File: src/rtl/fetch_queue_if.sv
// Bundle of the icache, redirect and IF/ID signals around the fetch queue.
// master = the fetch stage, slave = its environment (icache + decode).
interface fetch_queue_if #(
   parameter int DEPTH = 4
);
   localparam int CNT_W = $clog2(DEPTH + 1);

   logic              imemREN;
   logic [31:0]       imemaddr;
   logic              ihit;
   logic [31:0]       imemload;
   logic              redirect;
   logic [31:0]       redirect_pc;
   logic              stall;
   logic              ifid_valid;
   logic [31:0]       ifid_instr;
   logic [31:0]       ifid_pc;
   logic [31:0]       ifid_npc;
   logic              halt_seen;
   logic [CNT_W-1:0]  count;

   modport master (
      output imemREN, imemaddr, ifid_valid, ifid_instr, ifid_pc, ifid_npc,
             halt_seen, count,
      input  ihit, imemload, redirect, redirect_pc, stall
   );

   modport slave (
      input  imemREN, imemaddr, ifid_valid, ifid_instr, ifid_pc, ifid_npc,
             halt_seen, count,
      output ihit, imemload, redirect, redirect_pc, stall
   );
endinterface

File: src/rtl/fetch_queue.sv
// Instruction fetch stage: sequential PC generation, icache requests and a
// DEPTH-entry prefetch FIFO of {pc, npc, instr} feeding IF/ID.
module fetch_queue #(
   parameter logic [31:0] PC_INIT = 32'h0,
   parameter int          DEPTH   = 4,
   parameter logic [5:0]  HALT_OP = 6'h3F
) (
   input  logic          CLK,
   input  logic          nRST,
   fetch_queue_if.master bus
);
   localparam int PTR_W = $clog2(DEPTH);
   localparam int CNT_W = $clog2(DEPTH + 1);

   typedef enum logic {FETCH, HALTED} state_t;

   typedef struct packed {
      logic [31:0] pc;
      logic [31:0] npc;
      logic [31:0] instr;
   } entry_t;

   state_t           state_reg, state_next;
   logic [31:0]      pc_reg, pc_next;
   logic [CNT_W-1:0] count_reg, count_next;
   logic [PTR_W-1:0] rd_ptr_reg, rd_ptr_next;
   logic [PTR_W-1:0] wr_ptr_reg, wr_ptr_next;

   entry_t           mem [DEPTH];
   entry_t           head;

   logic             ren;
   logic             valid;
   logic             push;
   logic             pop;
   logic [31:0]      pc_plus4;
   logic             unused_redirect_bits;

   assign unused_redirect_bits = ^bus.redirect_pc[1:0];

   always_comb begin
      valid    = (count_reg != '0);
      ren      = (state_reg == FETCH) && (count_reg < CNT_W'(DEPTH));
      push     = ren && bus.ihit && !bus.redirect;
      pop      = valid && !bus.stall && !bus.redirect;
      pc_plus4 = pc_reg + 32'd4;
   end

   always_comb begin
      state_next  = state_reg;
      pc_next     = pc_reg;
      count_next  = count_reg;
      rd_ptr_next = rd_ptr_reg;
      wr_ptr_next = wr_ptr_reg;
      if (bus.redirect) begin
         // Flush wins over any same-cycle hit or pop.
         state_next  = FETCH;
         pc_next     = {bus.redirect_pc[31:2], 2'b00};
         count_next  = '0;
         rd_ptr_next = '0;
         wr_ptr_next = '0;
      end else begin
         if (push) begin
            wr_ptr_next = wr_ptr_reg + PTR_W'(1);
            pc_next     = pc_plus4;
            if (bus.imemload[31:26] == HALT_OP) begin
               state_next = HALTED;
            end
         end
         if (pop) begin
            rd_ptr_next = rd_ptr_reg + PTR_W'(1);
         end
         case ({push, pop})
            2'b10:   count_next = count_reg + CNT_W'(1);
            2'b01:   count_next = count_reg - CNT_W'(1);
            default: count_next = count_reg;
         endcase
      end
   end

   always_ff @(posedge CLK or negedge nRST) begin
      if (!nRST) begin
         state_reg  <= FETCH;
         pc_reg     <= PC_INIT;
         count_reg  <= '0;
         rd_ptr_reg <= '0;
         wr_ptr_reg <= '0;
      end else begin
         state_reg  <= state_next;
         pc_reg     <= pc_next;
         count_reg  <= count_next;
         rd_ptr_reg <= rd_ptr_next;
         wr_ptr_reg <= wr_ptr_next;
      end
   end

   // Storage needs no reset: every read is qualified by a nonzero count.
   always_ff @(posedge CLK) begin
      if (push) begin
         mem[wr_ptr_reg] <= '{pc: pc_reg, npc: pc_plus4, instr: bus.imemload};
      end
   end

   assign head           = mem[rd_ptr_reg];
   assign bus.imemREN    = ren;
   assign bus.imemaddr   = pc_reg;
   assign bus.ifid_valid = valid;
   assign bus.ifid_instr = valid ? head.instr : 32'h0;
   assign bus.ifid_pc    = valid ? head.pc    : 32'h0;
   assign bus.ifid_npc   = valid ? head.npc   : 32'h0;
   assign bus.halt_seen  = (state_reg == HALTED);
   assign bus.count      = count_reg;
endmodule

File: src/flat_wrapper.sv
// flat-port wrapper written by rule: the top's interface ports become plain ports
module fetch_queue_flat 
#(
   parameter logic [31:0] PC_INIT = 32'h0,
   parameter int          DEPTH   = 4,
   parameter logic [5:0]  HALT_OP = 6'h3F
)
  (CLK, nRST, bus_imemREN, bus_imemaddr, bus_ifid_valid, bus_ifid_instr, bus_ifid_pc, bus_ifid_npc, bus_halt_seen, bus_count, bus_ihit, bus_imemload, bus_redirect, bus_redirect_pc, bus_stall);
  fetch_queue_if #(.DEPTH(DEPTH)) bus_i ();
  input  logic CLK;
  input  logic nRST;
  output wire logic [$bits(bus_i.imemREN)-1:0] bus_imemREN;
  output wire logic [$bits(bus_i.imemaddr)-1:0] bus_imemaddr;
  output wire logic [$bits(bus_i.ifid_valid)-1:0] bus_ifid_valid;
  output wire logic [$bits(bus_i.ifid_instr)-1:0] bus_ifid_instr;
  output wire logic [$bits(bus_i.ifid_pc)-1:0] bus_ifid_pc;
  output wire logic [$bits(bus_i.ifid_npc)-1:0] bus_ifid_npc;
  output wire logic [$bits(bus_i.halt_seen)-1:0] bus_halt_seen;
  output wire logic [$bits(bus_i.count)-1:0] bus_count;
  input wire logic [$bits(bus_i.ihit)-1:0] bus_ihit;
  input wire logic [$bits(bus_i.imemload)-1:0] bus_imemload;
  input wire logic [$bits(bus_i.redirect)-1:0] bus_redirect;
  input wire logic [$bits(bus_i.redirect_pc)-1:0] bus_redirect_pc;
  input wire logic [$bits(bus_i.stall)-1:0] bus_stall;
  assign bus_imemREN = bus_i.imemREN;
  assign bus_imemaddr = bus_i.imemaddr;
  assign bus_ifid_valid = bus_i.ifid_valid;
  assign bus_ifid_instr = bus_i.ifid_instr;
  assign bus_ifid_pc = bus_i.ifid_pc;
  assign bus_ifid_npc = bus_i.ifid_npc;
  assign bus_halt_seen = bus_i.halt_seen;
  assign bus_count = bus_i.count;
  assign bus_i.ihit = bus_ihit;
  assign bus_i.imemload = bus_imemload;
  assign bus_i.redirect = bus_redirect;
  assign bus_i.redirect_pc = bus_redirect_pc;
  assign bus_i.stall = bus_stall;
  fetch_queue #(.PC_INIT(PC_INIT), .DEPTH(DEPTH), .HALT_OP(HALT_OP)) u_core (.CLK(CLK), .nRST(nRST), .bus(bus_i));
endmodule
File: config.mk
export PLATFORM = sky130hd
export DESIGN_NAME = fetch_queue_flat
export DESIGN_NICKNAME = d
export VERILOG_FILES = /design/src/rtl/fetch_queue_if.sv /design/src/rtl/fetch_queue.sv /design/src/flat_wrapper.sv
export SDC_FILE = /design/constraint.sdc
export NUM_CORES = 1
export LEC_CHECK = 0
export CORE_MARGIN = 2
export CORE_UTILIZATION = 56
export DETAILED_ROUTE_END_ITERATION = 8
export PLACE_DENSITY = 0.83
export SLEW_MARGIN = 25
export SYNTH_ARGS = -nofsm -noshare
export SYNTH_HDL_FRONTEND = slang
export SYNTH_SLANG_ARGS = --single-unit
File: constraint.sdc
create_clock -name CLK -period 4.8 [get_ports CLK]
set_clock_uncertainty 0.15 [all_clocks]
set_input_delay 0.96 -clock CLK [delete_from_list [all_inputs] [get_ports CLK]]
set_output_delay 0.96 -clock CLK [all_outputs]
set_load 0.02 [all_outputs]
==> impl_metrics.toml <==
[flow_run]
max_cap_violations = 0

[clocking]
clock_insertion_delay_worst_skew_ns = 0.52
tritoncts = "done"
cts_htree_levels = 2
clock_tree.root_cell = "sky130_fd_sc_hd__clkbuf_16"
post-cts-setup-buffer-count = 0
numCtsBuffers = 40
cts.repair.resized = 0
tritoncts_num_sinks = 406
max-clock-path-buffers = 3
worst_setup_hold_path_clk_slew_ns = 0.06
cts.hold.buffers_added = 0

[synth]
seq_area_frac_synth = 0.723
synth.avg_cell_area_um2 = 18.0
synth_top_area_share = 0.666
synth.lib_cells_used.distinct = 48
synth_enable_flop_cells = 368
synth_most_common_cell = "sky130_fd_sc_hd__edfxtp_1"
async_flop_share = 0.0936
netlist_instances = 921
ys_seq_elements = 406
synth_top_cells_by_count = "368 x sky130_fd_sc_hd__edfxtp_1, 94 x sky130_fd_sc_hd__and2_1, 92 x sky130_fd_sc_hd__mux4_2"
synth_largest_area_cell = "sky130_fd_sc_hd__edfxtp_1"
yosysWarningCount = 0
ys.flop_type = "sky130_fd_sc_hd__edfxtp_1"
synthesis.area_um2 = 16600
main_area_contributors_after_synthesis = "sky130_fd_sc_hd__edfxtp_1 67%, sky130_fd_sc_hd__mux4_2 12%, sky130_fd_sc_hd__dfrtp_1 5.7%"

[route]
drc = 0
detailedRoute.firstPassIterationCount = 5
drt_first_iter_violations = 856
routed-via-count = 9197
drt.antenna.violating_nets = 0
routed_wirelength_um = 35700
viasPerCell = 5.98
avgRoutedWirePerCell_um = 23.2

[power]
leakagePower_nw = 6.51
pint_mw = 6.60
pwr-share-seq = 0.472
power.switching_mw = 2.38
power.switching_fraction = 0.265
post-layout-total-power_mw = 8.98
power_frac_comb = 0.219
clkPwrFrac = 0.310
power.density_nw_per_um2 = 444
max-vdd-ir-drop_v = 0.000405

[worst_setup_path]
critical_path.endpoint_type = "primary output"
crit_fanout = 35
cp.arrival_ns = 3.09
crit_path_start_kind = "flop"
cp_data_required_time_ns = 3.69
setup.worst_path.class = "reg2out"

[final_layout]
drive_gt1_frac = 0.157
multiInputGateArea_um2 = 4330
antenna_cells_inserted = 0
postLayoutCoreUtil = 0.688
instances_no_fill = 1539
design_area_um2 = 20200
area_growth_pct = 21.9
number_of_flip_flops_in_the_largest_register = 368
filler_cell_count = 1852
regArea_um2 = 12000
final_layout_net_count = 1198

[timing]
hold_slack_ns = 0.271
setup_violations = 0
final_min_period_over_clock_period = 0.874
hold_viol = 0
tightest_pin_transition_ns = 0.914
max_freq_mhz = 238
finalCriticalPeriod_ns = 4.20
tns_ns = 0
rsz0062_at_grt = "false"
post-route-worst-setup-slack_ns = 0.603
final-max-slew-violation-count = 0
max_slew_margin = 0.390

[placement]
globalplace.congestion = 0.812
detailedPlacementHpwl_um = 21900
portBuffers = 194
dp.cells = 1471
dpl_cell_area_um2 = 19100
placement.setup.worst_slack_ns = 1.07

[global_routing]
grt_use_total = 0.233
first_global_vias = 9550
grt_remaining_overflow = 0
antenna_found_initial = 1
grt_max_degree = 50
grt_pass1_wl_um = 54400

[min_path]
hold_crit_class = "in2async"

[floorplan]
dieHeight_um = 176
floorplan.die.width_um = 176
design.core.area_um2 = 29400
design.die.area_um2 = 31000
initial_core_util = 0.564
design.portCount = 203
rows = 63

[run_status]
outcome = "finished, final reports clean"
==> area by class of cell <==
class,count,area share
timing repair buffer,216,0.110
sequential,406,0.594
clock buffer,56,0.0540
tap,390,0.0241
clock inverter,12,0.00254
inverter,11,0.00204
multi-input combinational,448,0.214
==> final timing paths <==
kind	slack, ns	cells past startpoint	to	from
min	0.27	1	u_core.bus.imemaddr[14]	nRST
min reg2reg	0.47	2	u_core.wr_ptr_reg[1]	u_core.wr_ptr_reg[1]
max in group asynchronous	3.78	1	u_core.rd_ptr_reg[0]	nRST
min in group CLK	0.47	2	u_core.wr_ptr_reg[1]	u_core.wr_ptr_reg[1]
max reg2reg	1.66	5	u_core.bus.imemaddr[20]	u_core.bus.imemaddr[2]
max	0.60	4	bus_ifid_pc[7]	u_core.rd_ptr_reg[0]
==> power by group through the flow <==
stage / Combinational, mW / Clock, mW / Sequential (mW)
2_1_floorplan: 1.10 / 0 / 4.26
3_3_place_gp: 1.94 / 0 / 4.29
3_5_place_dp: 1.98 / 0 / 4.31
4_1_cts: 1.99 / 2.83 / 4.24
5_1_grt: 2.09 / 2.96 / 4.26
6_report: 1.96 / 2.78 / 4.24
==> worst max-delay path, stage by stage (launching register included) <==
cell and delay [ns]:
sky130_fd_sc_hd__dfrtp_4 0.90, sky130_fd_sc_hd__buf_4 0.39, sky130_fd_sc_hd__mux4_2 0.52, sky130_fd_sc_hd__and2_1 0.19, sky130_fd_sc_hd__clkdlybuf4s50_1 0.55
==> metal layers <==
| metal | routed length, um | up-vias | part of all wire | track usage |
|---|---|---|---|---|
| met4 | 906 | 2 | 0.025 | 0.0720 |
| met3 | 3030 | 68 | 0.085 | 0.0463 |
| met5 | 13 | - | 0.00036 | 0 |
| li1 | - | 4012 | - | - |
| met1 | 13800 | 4665 | 0.39 | 0.310 |
| met2 | 18000 | 450 | 0.50 | 0.394 |
==> placed cells by master, fill, tap and decap left out, types with 15 or more instances in the layout <==
| master | count |
|---|---|
| sky130_fd_sc_hd__nand3_1 | 20 |
| sky130_fd_sc_hd__a31oi_1 | 15 |
| sky130_fd_sc_hd__o21ai_0 | 19 |
| sky130_fd_sc_hd__nor2_1 | 32 |
| sky130_fd_sc_hd__dfrtp_1 | 36 |
| sky130_fd_sc_hd__xor2_1 | 19 |
| sky130_fd_sc_hd__edfxtp_1 | 368 |
| sky130_fd_sc_hd__xnor2_1 | 23 |
| sky130_fd_sc_hd__clkdlybuf4s50_1 | 193 |
| sky130_fd_sc_hd__nand2_1 | 31 |
| sky130_fd_sc_hd__and2_1 | 94 |
| sky130_fd_sc_hd__clkbuf_16 | 41 |
| sky130_fd_sc_hd__mux4_2 | 92 |
==> cell families (layout without fill, tap and decap cells) <==
group | count (synthesis) | in the layout | share of synthesized area
xor+xnor | 42 | 42 | 0.0222
simple gates | 244 | 244 | 0.0833
mux | 94 | 94 | 0.126
flops | 406 | 406 | 0.723
compound gates | 56 | 56 | 0.0212
fa+ha+maj | 6 | 6 | 0.00498
buf+inv | 72 | 295 | 0.0188
other cells | 1 | 6 | 0.000226
(Power assumes the default switching activity.)
